[config.mk]
export PLATFORM = sky130hd
export DESIGN_NAME = hero_write_arb
export DESIGN_NICKNAME = d
export VERILOG_FILES = /design/src/rtl/hero_write_arb.sv
export SDC_FILE = /design/constraint.sdc
export NUM_CORES = 1
export LEC_CHECK = 0
export BUFFER_PORTS_ARGS = -buffer_cell sky130_fd_sc_hd__clkbuf_2
export CAP_MARGIN = 0
export CORE_ASPECT_RATIO = 0.5
export CORE_MARGIN = 1
export CORE_UTILIZATION = 60
export CTS_BUF_LIST = sky130_fd_sc_hd__clkbuf_2 sky130_fd_sc_hd__clkbuf_4 sky130_fd_sc_hd__clkbuf_8
export CTS_CLUSTER_SIZE = 14
export DETAILED_ROUTE_END_ITERATION = 10
export PLACE_DENSITY = 0.8
export SETUP_SLACK_MARGIN = 0.3
export SYNTH_ARGS = -nofsm -noshare
export SYNTH_HDL_FRONTEND = slang
export SYNTH_SLANG_ARGS = --single-unit
[constraint.sdc]
create_clock -name clk -period 8.7 [get_ports clk]
set_clock_uncertainty 0.05 [all_clocks]
set_input_delay 1.74 -clock clk [delete_from_list [all_inputs] [get_ports clk]]
set_output_delay 1.74 -clock clk [all_outputs]
set_load 0.05 [all_outputs]
[src/rtl/hero_write_arb.sv]
// hero_write_arb
// ---------------------------------------------------------------------------
// Merges NUM_CH hero write sources onto a single hero write bus. Each channel
// buffers its beats {cycle_type, wdat, clk_en} in a small FIFO. A round-robin
// arbiter grants whole transactions: once a VALID beat has been taken from a
// channel, that channel keeps the bus until its DONE beat is taken.
//
// cycle_type encoding: IDLE=0, VALID=1, DONE=2, 3=reserved (dropped on input).
//
// Handshake (both sides): a beat transfers in a cycle where it is offered
// (cycle_type != IDLE) and the receiver's ready is 1. On the input side the
// source must only offer while in_ready[c]=1; an offer while in_ready[c]=0 is
// lost. On the output side a beat offered while out_ready=0 stays on out_*
// unchanged until it is taken.
//
// Ports
//   clk, rst_n       clock, synchronous active-low reset
//   in_cycle_type    per-channel cycle_type, channel c at [2c+1:2c]
//   in_wdat          per-channel write data, channel c at [DATA_W*c +: DATA_W]
//   in_clk_en        per-channel clk_en
//   in_ready         per-channel FIFO not full
//   out_cycle_type   merged cycle_type (IDLE when nothing is granted)
//   out_wdat         merged write data (0 when nothing is granted)
//   out_clk_en       merged clk_en (0 when nothing is granted)
//   out_ch_id        source channel of the current beat (holds when idle)
//   out_ready        downstream accepts the current beat
//   txn_cnt          count of DONE beats taken, wraps at 16 bits
//   err_timeout      sticky starvation watchdog flag
//
// Optional feature: define HERO_WRITE_ARB_TIMEOUT_EN to enable the lock
// watchdog. Without it err_timeout is 0 and a lock is held indefinitely.
// ---------------------------------------------------------------------------
module hero_write_arb #(
    parameter int NUM_CH      = 4,
    parameter int DATA_W      = 36,
    parameter int FIFO_DEPTH  = 4,
    parameter int TIMEOUT_CYC = 64
) (
    input  logic                        clk,
    input  logic                        rst_n,
    input  logic [2*NUM_CH-1:0]         in_cycle_type,
    input  logic [DATA_W*NUM_CH-1:0]    in_wdat,
    input  logic [NUM_CH-1:0]           in_clk_en,
    output logic [NUM_CH-1:0]           in_ready,
    output logic [1:0]                  out_cycle_type,
    output logic [DATA_W-1:0]           out_wdat,
    output logic                        out_clk_en,
    output logic [$clog2(NUM_CH)-1:0]   out_ch_id,
    input  logic                        out_ready,
    output logic [15:0]                 txn_cnt,
    output logic                        err_timeout
);

    localparam int CH_W   = $clog2(NUM_CH);
    localparam int AW     = $clog2(FIFO_DEPTH);
    localparam int BEAT_W = 2 + DATA_W + 1;

    localparam logic [1:0] CT_IDLE  = 2'd0;
    localparam logic [1:0] CT_VALID = 2'd1;
    localparam logic [1:0] CT_DONE  = 2'd2;

    localparam logic [0:0] ARB_IDLE = 1'b0;
    localparam logic [0:0] ARB_LOCK = 1'b1;

    // Arbiter state, kept as plain named signals so checkers can bind to them.
    logic [0:0]             state;
    logic [CH_W-1:0]        rr_ptr;
    logic [CH_W-1:0]        sel_ch;    // locked channel, or grant held across a stall
    logic                   hold;      // ARB_IDLE grant is stalled on sel_ch
    logic [CH_W-1:0]        ch_id_q;
    logic [15:0]            txn_q;

    logic [NUM_CH-1:0]              empty;
    logic [NUM_CH-1:0]              full;
    logic [NUM_CH-1:0]              pop;
    logic [NUM_CH-1:0][BEAT_W-1:0]  head;

    logic                   gnt_valid;
    logic [CH_W-1:0]        gnt_ch;
    logic [BEAT_W-1:0]      gnt_beat;
    logic                   pop_any;
    logic                   pop_done;
    logic [CH_W-1:0]        next_rr;
    logic                   timeout_hit;

    // ------------------------------------------------------------------
    // Per-channel FIFOs. Pointers carry one extra wrap bit so full and
    // empty are distinguishable. in_ready depends only on registered
    // occupancy: a pop in the same cycle never frees room for a push.
    // ------------------------------------------------------------------
    for (genvar c = 0; c < NUM_CH; c++) begin : g_ch
        logic [BEAT_W-1:0] mem [FIFO_DEPTH];
        logic [AW:0]       wr_ptr;
        logic [AW:0]       rd_ptr;
        logic [1:0]        ct;
        logic              push;

        assign ct       = in_cycle_type[2*c +: 2];
        assign empty[c] = (wr_ptr == rd_ptr);
        assign full[c]  = (wr_ptr[AW] != rd_ptr[AW]) &&
                          (wr_ptr[AW-1:0] == rd_ptr[AW-1:0]);
        assign in_ready[c] = ~full[c];
        // IDLE and the reserved code 3 are never stored.
        assign push     = ~full[c] && (ct == CT_VALID || ct == CT_DONE);
        assign head[c]  = mem[rd_ptr[AW-1:0]];

        always_ff @(posedge clk) begin
            if (!rst_n) begin
                wr_ptr <= '0;
                rd_ptr <= '0;
            end else begin
                if (push) begin
                    wr_ptr <= wr_ptr + 1'b1;
                end
                if (pop[c]) begin
                    rd_ptr <= rd_ptr + 1'b1;
                end
            end
        end

        always_ff @(posedge clk) begin
            if (push) begin
                mem[wr_ptr[AW-1:0]] <= {ct, in_wdat[DATA_W*c +: DATA_W], in_clk_en[c]};
            end
        end
    end

    // ------------------------------------------------------------------
    // Grant selection.
    // ------------------------------------------------------------------
    always_comb begin
        logic            rr_found;
        logic [CH_W-1:0] rr_win;
        rr_found = 1'b0;
        rr_win   = '0;
        // First non-empty channel at or after rr_ptr, wrapping to 0.
        for (int i = 0; i < NUM_CH; i++) begin
            int idx;
            idx = int'(rr_ptr) + i;
            if (idx >= NUM_CH) begin
                idx = idx - NUM_CH;
            end
            if (!rr_found && !empty[idx]) begin
                rr_found = 1'b1;
                rr_win   = CH_W'(idx);
            end
        end

        if (state == ARB_LOCK) begin
            // Only the locked channel may drive the bus; empty means a bubble.
            gnt_ch    = sel_ch;
            gnt_valid = ~empty[sel_ch];
        end else if (hold) begin
            // A stalled beat keeps its grant so out_* stays stable.
            gnt_ch    = sel_ch;
            gnt_valid = ~empty[sel_ch];
        end else begin
            gnt_ch    = rr_win;
            gnt_valid = rr_found;
        end
    end

    assign gnt_beat = head[gnt_ch];
    assign pop_any  = gnt_valid && out_ready;
    assign pop_done = pop_any && (gnt_beat[BEAT_W-1 -: 2] == CT_DONE);
    assign next_rr  = (gnt_ch == CH_W'(NUM_CH - 1)) ? '0 : gnt_ch + 1'b1;

    always_comb begin
        pop = '0;
        pop[gnt_ch] = pop_any;
    end

    assign out_cycle_type = gnt_valid ? gnt_beat[BEAT_W-1 -: 2] : CT_IDLE;
    assign out_wdat       = gnt_valid ? gnt_beat[DATA_W:1]      : '0;
    assign out_clk_en     = gnt_valid ? gnt_beat[0]             : 1'b0;
    assign out_ch_id      = gnt_valid ? gnt_ch                  : ch_id_q;
    assign txn_cnt        = txn_q;

    // ------------------------------------------------------------------
    // Arbiter FSM.
    // ------------------------------------------------------------------
    always_ff @(posedge clk) begin
        if (!rst_n) begin
            state   <= ARB_IDLE;
            rr_ptr  <= '0;
            sel_ch  <= '0;
            hold    <= 1'b0;
            ch_id_q <= '0;
            txn_q   <= '0;
        end else begin
            if (gnt_valid) begin
                ch_id_q <= gnt_ch;
            end

            if (pop_any) begin
                hold <= 1'b0;
                if (pop_done) begin
                    // Completing channel drops to lowest priority.
                    state  <= ARB_IDLE;
                    rr_ptr <= next_rr;
                    txn_q  <= txn_q + 16'd1;
                end else begin
                    state  <= ARB_LOCK;
                    sel_ch <= gnt_ch;
                end
            end else if (state == ARB_IDLE && gnt_valid) begin
                hold   <= 1'b1;
                sel_ch <= gnt_ch;
            end else if (timeout_hit) begin
                // Forced release: the abandoned channel still loses priority.
                state  <= ARB_IDLE;
                rr_ptr <= next_rr;
            end
        end
    end

    // ------------------------------------------------------------------
    // Lock watchdog.
    // ------------------------------------------------------------------
`ifdef HERO_WRITE_ARB_TIMEOUT_EN
    logic [15:0] to_cnt;
    logic        err_q;

    assign timeout_hit = (state == ARB_LOCK) && !gnt_valid &&
                         ((to_cnt + 16'd1) == 16'(TIMEOUT_CYC));
    assign err_timeout = err_q;

    always_ff @(posedge clk) begin
        if (!rst_n) begin
            to_cnt <= '0;
            err_q  <= 1'b0;
        end else begin
            if (state != ARB_LOCK || pop_any || timeout_hit) begin
                to_cnt <= '0;
            end else if (!gnt_valid) begin
                to_cnt <= to_cnt + 16'd1;
            end
            if (timeout_hit) begin
                err_q <= 1'b1;
            end
        end
    end
`else
    assign timeout_hit = 1'b0;
    assign err_timeout = 1'b0;
`endif

endmodule

Yosys cells after proc, flatten, opt, wreduce, memory -nomap -nowiden
Memories as Yosys holds them, arrays and structs flattened. A register that Yosys moved wholly into a read port is not among the register bits.
Cells that the tools add are included.
Storage, ports and cells
  register bits after elaboration: 48
  memory bits (writable): 624
  output and inout port bits: 62
  word-level logic and storage cells: 164
  memories: 4
Memories
  g_ch[0].mem: words 4, bits a word 39, read ports 1, clocked after Yosys merged registers in 1, write ports 1, line 92  | logic [BEAT_W-1:0] mem [FIFO_DEPTH];
  g_ch[1].mem: words 4, bits a word 39, read ports 1, clocked after Yosys merged registers in 1, write ports 1, line 92
  g_ch[2].mem: words 4, bits a word 39, read ports 1, clocked after Yosys merged registers in 1, write ports 1, line 92
  g_ch[3].mem: words 4, bits a word 39, read ports 1, clocked after Yosys merged registers in 1, write ports 1, line 92
Cells by class
  $add $sub $neg: 17
  $lt $le $gt $ge: 11
  equal/unequal tests: 23
  muxes and demuxes: 59
  bitwise operators: 8
  reductions and logical operators: 28
Operators by type and width (count)
  $lt A32 B4 Y1 const B: 4
  $mux W32: 4
  $bmux W39 S2: 1
  $mux W2: 20
  $mux W39: 1
  $mux W36: 1
  $mux W1: 26
  $add A3 B1 Y3 const B: 8
  $add A16 B1 Y16 const B: 1
  $logic_and A1 B1 Y1: 15
  $eq A2 B2 Y1 const B: 6
  $eq A3 B3 Y1: 4
  $sub A3 B3 Y4 const B: 3
  $bmux W1 S2: 5
  $ge A3 B3 Y1 const B: 3
  $eq A2 B1 Y1 const B: 4
  $eq A2 B2 Y1: 4
  $not A1 Y1: 7
  $add A2 B2 Y3 const B: 2
  $lt A2 B3 Y1 const B: 2
  $logic_not A1 Y1: 5
  $and A4 B4 Y4: 1
  $logic_or A1 B1 Y1: 4
  $ne A1 B1 Y1: 4
  other kinds (10): 11

Depth between registers and ports, before layout
Gate-level depths: netlist of the first run.
  depth in word-level cells: 24
  gate-level depth with buffers: 13

Worst setup path after synthesis of the first run
No wires, ideal clock.
  path type: flip-flop to output port
  from: register g_ch[0].rd_ptr[2]
  to: output port out_ch_id[0]
  arrival: 2.961 ns
  path slack: 3.949 ns
  stages on the path, launching flop included: 11
  path buffers: 3
  cells stage by stage: dfxtp_1 -> xor2_1 -> or3_4 -> a221oi_1 -> o221a_2 -> nand2b_1 -> buf_2 -> buf_4 -> buf_4 -> inv_1 -> a21oi_1
Between the ends
  longest elaborated chain between the ends: 16
  elaborated cells on any way between the ends: 37
Ends and longest elaborated chain
  start, declared: line 94  | logic [AW:0] rd_ptr;
  start signal, assigned: line 116  | rd_ptr <= rd_ptr + 1'b1;
  $eq A3 B3 Y1 (*): line 99  | assign empty[c] = (wr_ptr == rd_ptr);
  $bmux W1 S2: line 143  | if (!rr_found && !empty[idx]) begin
  $mux W1 (implied by the code) (2 in a row): line 143
  $logic_not A1 Y1: line 143
  $logic_and A1 B1 Y1: line 143
  $mux W1: line 143
  $logic_not A1 Y1: line 143
  $logic_and A1 B1 Y1: line 143
  $mux W1: line 143
  $logic_not A1 Y1: line 143
  $logic_and A1 B1 Y1: line 143
  $mux W2 (*): line 143
  $mux W2 (*): line 153  | end else if (hold) begin
  $mux W2 (*): line 149  | if (state == ARB_LOCK) begin
  net gnt_ch[0]: line 79  | logic [CH_W-1:0] gnt_ch;
  $mux W2 (*): line 176  | assign out_ch_id = gnt_valid ? gnt_ch : ch_id_q;
  end, declared: line 48  | output logic [$clog2(NUM_CH)-1:0] out_ch_id,
The timed path passes the listed nets; every way through them passes the cells marked *. The select of a mux whose other input is x is not followed.

Worst setup path after layout of the first run
  from: register g_ch[0].wr_ptr[1]
  to: output port out_wdat[10]
Between the ends
  longest elaborated chain between the ends: 18
  elaborated cells on any way between the ends: 39
Ends and longest elaborated chain
  start, declared: line 93  | logic [AW:0] wr_ptr;
  start signal, assigned: line 113  | wr_ptr <= wr_ptr + 1'b1;
  $eq A3 B3 Y1 (*): line 99
  $bmux W1 S2: line 143
  $mux W1 (implied by the code) (2 in a row): line 143
  $logic_not A1 Y1: line 143
  $logic_and A1 B1 Y1: line 143
  $mux W1: line 143
  $logic_not A1 Y1: line 143
  $logic_and A1 B1 Y1: line 143
  $mux W1: line 143
  $logic_not A1 Y1: line 143
  $logic_and A1 B1 Y1: line 143
  $mux W2: line 143
  $mux W2: line 153
  $mux W2: line 149
  $bmux W39 S2: line 163  | assign gnt_beat = head[gnt_ch];
  $mux W39 (implied by the code): line 163
  $mux W36 (*): line 174  | assign out_wdat = gnt_valid ? gnt_beat[DATA_W:1] : '0;
  end, declared: line 46  | output logic [DATA_W-1:0] out_wdat,
Mark *: on every way between the ends. The rest lies on a longest branch, timed or not. The select of a mux whose other input is x is not followed.

==> results of run 1 <==
## Yosys cell counts, types with 19 or more instances
cell type	count
dfxtp_1	56
xor2_1	19
mux4_2	159
and3_1	40
clkbuf_1	41
mux2i_1	82
nor2_1	39
edfxtp_1	624
nand2_1	96
a21oi_1	23
ha_1	25
and2_1	26
## report_power, final
part	switching [W]	internal (W)	total, W
logic	0.00268	0.00117	0.00385
clock network	0.00116	0.00116	0.00232
registers	0.000128	0.00385	0.00398
total	0.00397	0.00618	0.0101
## cells by family after synthesis
| logic type | count (synthesis) | share of synthesized area, % |
|---|---|---|
| AND/OR/NAND/NOR | 249 | 4.602 |
| buffers and inverters | 81 | 1.302 |
| XOR/XNOR | 33 | 1.078 |
| AO/OA/AOI/OAI | 54 | 1.223 |
| adder cells (fa/ha/maj) | 25 | 1.167 |
| multiplexers | 243 | 16.54 |
| flip-flops | 680 | 74.07 |
| other | 1 | 0.01399 |
## cell type report
cell class	count	area share [%]
inverters	16	0.1988
diodes	6	0.04970
multi-input cells	605	21.95
clock inverters	46	0.8035
repair buffers	227	3.827
clock buffers	119	4.966
well taps	588	2.435
flip-flops and latches	680	65.77
## worst max-delay path, stage by stage (launching register included)
cell and delay, ns:
dfxtp_1 0.36, xor2_1 0.20, or3_4 0.40, a221oi_1 0.34, o221a_2 0.27, nand2b_4 0.62, buf_4 0.74, mux2i_1 0.46
nand2_1 0.11, and3_1 0.24, clkbuf_2 0.25
## cell usage in the layout (no fill, tap or decap), types with 23 or more instances in the layout
| master | instances |
|---|---|
| edfxtp_1 | 624 |
| clkbuf_2 | 219 |
| mux4_2 | 159 |
| clkbuf_8 | 97 |
| nand2_1 | 96 |
| mux2i_1 | 82 |
| dfxtp_1 | 48 |
| and3_1 | 40 |
| nor2_1 | 39 |
| ha_1 | 25 |
| clkinv_1 | 25 |
| a21oi_1 | 23 |
## flip-flops by register name, summed over array words and instances (netlist names), named ones only
signal       flops
ch_id_q          2
g_ch.mem       624
g_ch.rd_ptr     12
g_ch.wr_ptr     12
hold             1
rr_ptr           2
sel_ch           2
state            1
txn_cnt         16
## final timing paths
check | to | from
setup / recovery | out_wdat[10] | g_ch[0].wr_ptr[1]
hold reg to reg | sel_ch[1] | sel_ch[1]
hold / removal | sel_ch[1] | sel_ch[1]
setup reg to reg | sel_ch[0] | g_ch[0].wr_ptr[1]
## layer usage
layer / global-route usage [%] / wire, µm / up-vias
met5: 0 / 11 / -
met4: 7.157 / 1104 / 2
met3: 5.389 / 4445 / 74
met2: 40.62 / 28260 / 557
met1: 36.07 / 23450 / 7162
li1: - / - / 6008
## through the flow
step	hold WS (ns)	util, %
2_1_floorplan	0.4026	-
4_1_cts	0.4483	68.86
5_1_grt	0.4828	68.89
6_report	0.4558	68.89
3_3_place_gp	0.4122	64.88
3_5_place_dp	0.4377	64.88
==> flow_summary.ini, run 1 <==
[status]
status = finished with violations
violations = design-rule violations

[placed_design]
dp_slack_ns = 2.808
port_buffers = 219
post-dp-hpwl_um = 36770
postPlaceCellArea_mm2 = 0.02845
dp.cells = 2116
gp_congestion = 0.8734

[power]
powerDensity_mw_per_mm2 = 335.9
power_w = 0.01015
leakagePower_nw = 10.30
peakVddDrop_v = 0.0004991

[clock_network]
cts_resized = 0
cts_buffers = 90
cts-root-buf = clkbuf_8
holdBufCountCts = 0
cts_buffer_depth = 3
clock_latency_ns = 0.66
cts_sinks = 680
clk_pin_slew_ns = 0.07
post_cts_buffers = 0
h-tree-depth = 3
cts_tree = done

[finish]
seqCellArea_mm2 = 0.01987
instances_no_fill = 2287
multiInputGateArea_mm2 = 0.006630
layout.nets = 1804
syn2layout_area_growth_pct = 12.68
fin_area_mm2 = 0.03021
drive_above_1_share_pct = 33.02
n_fill_cell = 2646

[worst_setup_path]
cp_data_required_time_ns = 6.91
cp_max_fo = 43
startpoint_type = flip-flop
rrSetupSlack_ns = 4.04
ff2ff_path_depth = 10
critPathCaptureType = output port
worst_ep_arrival_time_ns = 4.77
timing_worst_setup_path_type = flip-flop to output port

[global_route]
grt_overflow = 0
grt_pass1_vias = 13809
antenna_found_initial = 6
grt_max_degree = 46
grt_use_total_pct = 25.40
grt_pass1_wl_um = 84030

[timing]
hold_violations = 0
fmax_ghz = 0.1524
rsz0062_at_grt = no
finalSetupTns_ns = 0
slew_headroom_pct = 22.06
finalMaxSlewViolations = 0
layout_min_cycle_time_ns = 6.561
final.period_utilization_pct = 75.42
setup_slack_ns = 2.139
tightest_slew_ns = 1.169
setup_viol = 0

[routing]
post_drt_via_cell_ratio = 6.035
detail_route.wl_per_cell_um = 25.04
via_count = 13803
drc = 20
ant_nets = 0
first_iter_violations = 1216
wirelength_um = 57260
drt_pass1_iterations = 8

[synth]
ys_dominant_reg_cell = edfxtp_1
avgSynthCellArea_um2 = 19.63
seq_area_frac_synth_pct = 74.07
synth_top_area_share_pct = 69.89
yosysWarnings = 0
ys_types = 48
ys_seq_elements = 680
yosysTopAreaCell = edfxtp_1
synthesis.area_mm2 = 0.02681
async_flop_share_pct = 0
synthCells = 1366
netlist_top_cells_area = edfxtp_1 (70%), mux4_2 (13%), dfxtp_1 (4.2%), mux2i_1 (3.1%), nand2_1 (1.3%)
synth-edff-count = 624
syn_nets = 1550

[floorplanning]
die_w_um = 300.9
die_y_um = 151.5
rows = 54
core_mm2 = 0.04385
ios = 221
initial_utilization_pct = 61.14
die-area_mm2 = 0.04559

[hold_path]
hold_class = flip-flop to flip-flop
hold_depth = 2

[run]
drv_cap = 0
Note: power is estimated with default switching activity, not from simulation.
==> run 2, diff against run 1 <==
--- a/config.mk
+++ b/config.mk
@@ -5,6 +5,7 @@
 export SDC_FILE = /design/constraint.sdc
 export NUM_CORES = 1
 export LEC_CHECK = 0
+export ABC_AREA = 1
 export BUFFER_PORTS_ARGS = -buffer_cell sky130_fd_sc_hd__clkbuf_2
 export CAP_MARGIN = 0
 export CORE_ASPECT_RATIO = 0.5
==> constraint.sdc (replaced) <==
create_clock -name clk -period 6.55 [get_ports clk]
set_clock_uncertainty 0.05 [all_clocks]
set_input_delay 1.31 -clock clk [delete_from_list [all_inputs] [get_ports clk]]
set_output_delay 1.31 -clock clk [all_outputs]
set_load 0.05 [all_outputs]
==> flow_summary.ini, run 2 <==
[status]
status = finished, final reports clean

[synth]
syn_nets = 2442
ys_seq_elements = 680
ys_dominant_reg_cell = edfxtp_1
yosysWarnings = 0
async_flop_share_pct = 0
ys_top_cells_by_count = edfxtp_1 (624), nand2_1 (411), o21ai_0 (253)
synthCells = 2258
synth_top_area_share_pct = 67.56
synthesis.area_mm2 = 0.02774
netlist_top_cells_area = edfxtp_1 (68%), nand2_1 (5.6%), o21ai_0 (4.6%), dfxtp_1 (4.0%), nor2_1 (3.3%)
seq_area_frac_synth_pct = 71.60
avgSynthCellArea_um2 = 12.28
yosysTopAreaCell = edfxtp_1
ys_types = 36
synth.most_common_cell = edfxtp_1
synth-edff-count = 624

[placed_design]
postPlaceCellArea_mm2 = 0.02935
gp_congestion = 0.9302
post-dp-hpwl_um = 41660
dp_slack_ns = 1.804
port_buffers = 219

[worst_setup_path]
max_stage_delay_ns = 0.74
worst_ep_arrival_time_ns = 4.20
reg2reg_to = rr_ptr[0]
cp_data_required_time_ns = 5.19
cp_max_fo = 53
cp_cell_sequence = inv_2 -> nand2_1 -> nand2_1 -> nand3_2 -> nand2_1 -> nand3_1 -> nand2_2 -> nand3_2 -> nor2_1 -> nor2_1 -> nand2_1 -> nand2_2 -> inv_2 -> buf_4 -> o211ai_1 -> o21ai_0 -> nor2_1 -> clkbuf_2
cp_slowest_cell = inv_2
critPathCaptureType = output port
timing_worst_setup_path_type = flip-flop to output port
startpoint_type = flip-flop
ff2ff_path_depth = 19
crit_buf_inv = 4
rrSetupSlack_ns = 2.71
rr_startpoint = g_ch[0].wr_ptr[0]
cpMostUsedCell = nand2_1
critPathTopFamily = buffers and inverters

[routing]
post_drt_via_cell_ratio = 5.993
detail_route.wl_per_cell_um = 21.17
wirelength_um = 66530
via_count = 18829
drt_pass1_iterations = 6
ant_nets = 0
first_iter_violations = 2445
drc = 0

[finish]
drive_above_1_share_pct = 18.54
seqCellArea_mm2 = 0.01986
layout.nets = 2647
n_fill_cell = 3101
layout_commonest_cell = edfxtp_1
largest_register_ffs = 624
multiInputGateArea_mm2 = 0.007093
syn2layout_area_growth_pct = 12.44
fin_area_mm2 = 0.03118
mostFrequentLayoutCells = edfxtp_1 (624), nand2_1 (411), o21ai_0 (253)
fin_util_pct = 68.66

[power]
switching_share_pct = 42.46
leakagePower_nw = 11.27
p_clk_share_pct = 22.8
p_comb_share_pct = 40.3
internal_power_w = 0.008107
powerDensity_mw_per_mm2 = 451.8
switchingPower_w = 0.005981
seqPwrFrac_pct = 36.9
peakVddDrop_v = 0.0005618

[timing]
layout_min_cycle_time_ns = 5.563
final.period_utilization_pct = 84.94
tightest_slew_ns = 1.197
fmax_ghz = 0.1797
slew_headroom_pct = 20.12
hold_violations = 0
rsz0062_at_grt = no
setup_viol = 0
setup_slack_ns = 0.9865
finalSetupTns_ns = 0
hold_slack_ns = 0.4483
finalMaxSlewViolations = 0

[global_route]
antenna_found_initial = 10
grt_pass1_wl_um = 99470
grt_pass1_vias = 17388
grt_use_total_pct = 27.88
grt_overflow = 0
grt_max_degree = 81

[floorplanning]
die-area_mm2 = 0.04714
core_mm2 = 0.04542
rows = 55
die_w_um = 306.1
die_y_um = 154.0
ios = 221
initial_utilization_pct = 61.07

[clock_network]
post_cts_buffers = 0
clk_pin_slew_ns = 0.07
cts-root-buf = clkbuf_8
holdBufCountCts = 0
cts_resized = 0
h-tree-depth = 3
cts_buffers = 90
clock_latency_ns = 0.68
cts_tree = done
cts_buffer_depth = 3
cts_sinks = 680

[hold_path]
min_to = txn_cnt[13]
hold_depth = 2
hold_class = flip-flop to flip-flop
min_from = txn_cnt[13]

[run]
drv_cap = 0
-- run 2: changes by cell type in the layout (fill, tap and decap cells not counted), moves of 40 or more --
cell / delta
nand2_1: +315
o21ai_0: +241
nor2_1: +186
mux4_2: -159
a21oi_1: +92
mux2i_1: -82
o22ai_1: +80
a32o_1: +77
inv_1: +40
-- run 2: how the worst max path moves through the flow --
stage	cells past startpoint	slack, ns	from	endpoint
CTS	18	1.05	g_ch[0].wr_ptr[0]	out_wdat[2]
floorplan	20	2.66	g_ch[1].wr_ptr[0]	out_wdat[26]
detailed placement	18	1.80	g_ch[0].wr_ptr[0]	out_wdat[2]
global placement	15	1.86	rr_ptr[0]	out_wdat[2]
finish	18	0.99	g_ch[0].wr_ptr[0]	out_wdat[1]
global route	15	0.68	rr_ptr[0]	out_wdat[1]
-- run 2: kinds of logic after synthesis --
group,after synthesis,synth area share [%]
AND/OR/NAND/NOR,738,10.87
flip-flops,680,71.60
AO/OA/AOI/OAI,577,12.51
buffers and inverters,218,3.257
adder cells (fa/ha/maj),25,1.128
XOR/XNOR,19,0.6271
other,1,0.01352
-- run 2: per-layer routing --
| metal | track usage (%) | wire, µm | vias to the layer above |
|---|---|---|---|
| met2 | 43.12 | 30810 | 906 |
| met5 | 0 | 24 | - |
| met1 | 40.01 | 27420 | 9101 |
| met4 | 8.452 | 1742 | 4 |
| li1 | - | - | 8692 |
| met3 | 6.189 | 6536 | 126 |
-- run 2: worst register-to-register path, delay by kind of cell (launching register included) --
kind          cells  cell delay [ns]
buf+inv           3             1.14
flops             1             0.36
simple gates     16             2.24
-- run 2: power by group through the flow --
stage	registers, W	clock network, W	logic, W
2_1_floorplan	0.00528	0	0.00400
3_3_place_gp	0.00528	0	0.00549
3_5_place_dp	0.00529	0	0.00557
4_1_cts	0.00520	0.00324	0.00560
5_1_grt	0.00523	0.00342	0.00603
6_report	0.00520	0.00321	0.00568
-- run 2: per-stage QoR --
stage	std cells	total power (W)
3_5_place_dp	2969	0.01086
3_3_place_gp	2969	0.01077
5_1_grt	3140	0.01467
2_1_floorplan	2258	0.009287
4_1_cts	3133	0.01404
6_report	3142	0.01409
-- run 2: layout make-up --
type | instances | area share (%)
Sequential cell | 680 | 63.70
Multi-Input combinational cell | 1360 | 22.75
Clock buffer | 133 | 5.027
Timing Repair Buffer | 252 | 4.309
Tap cell | 598 | 2.399
Inverter | 79 | 0.9509
Clock inverter | 31 | 0.7984
Antenna cell | 9 | 0.07222
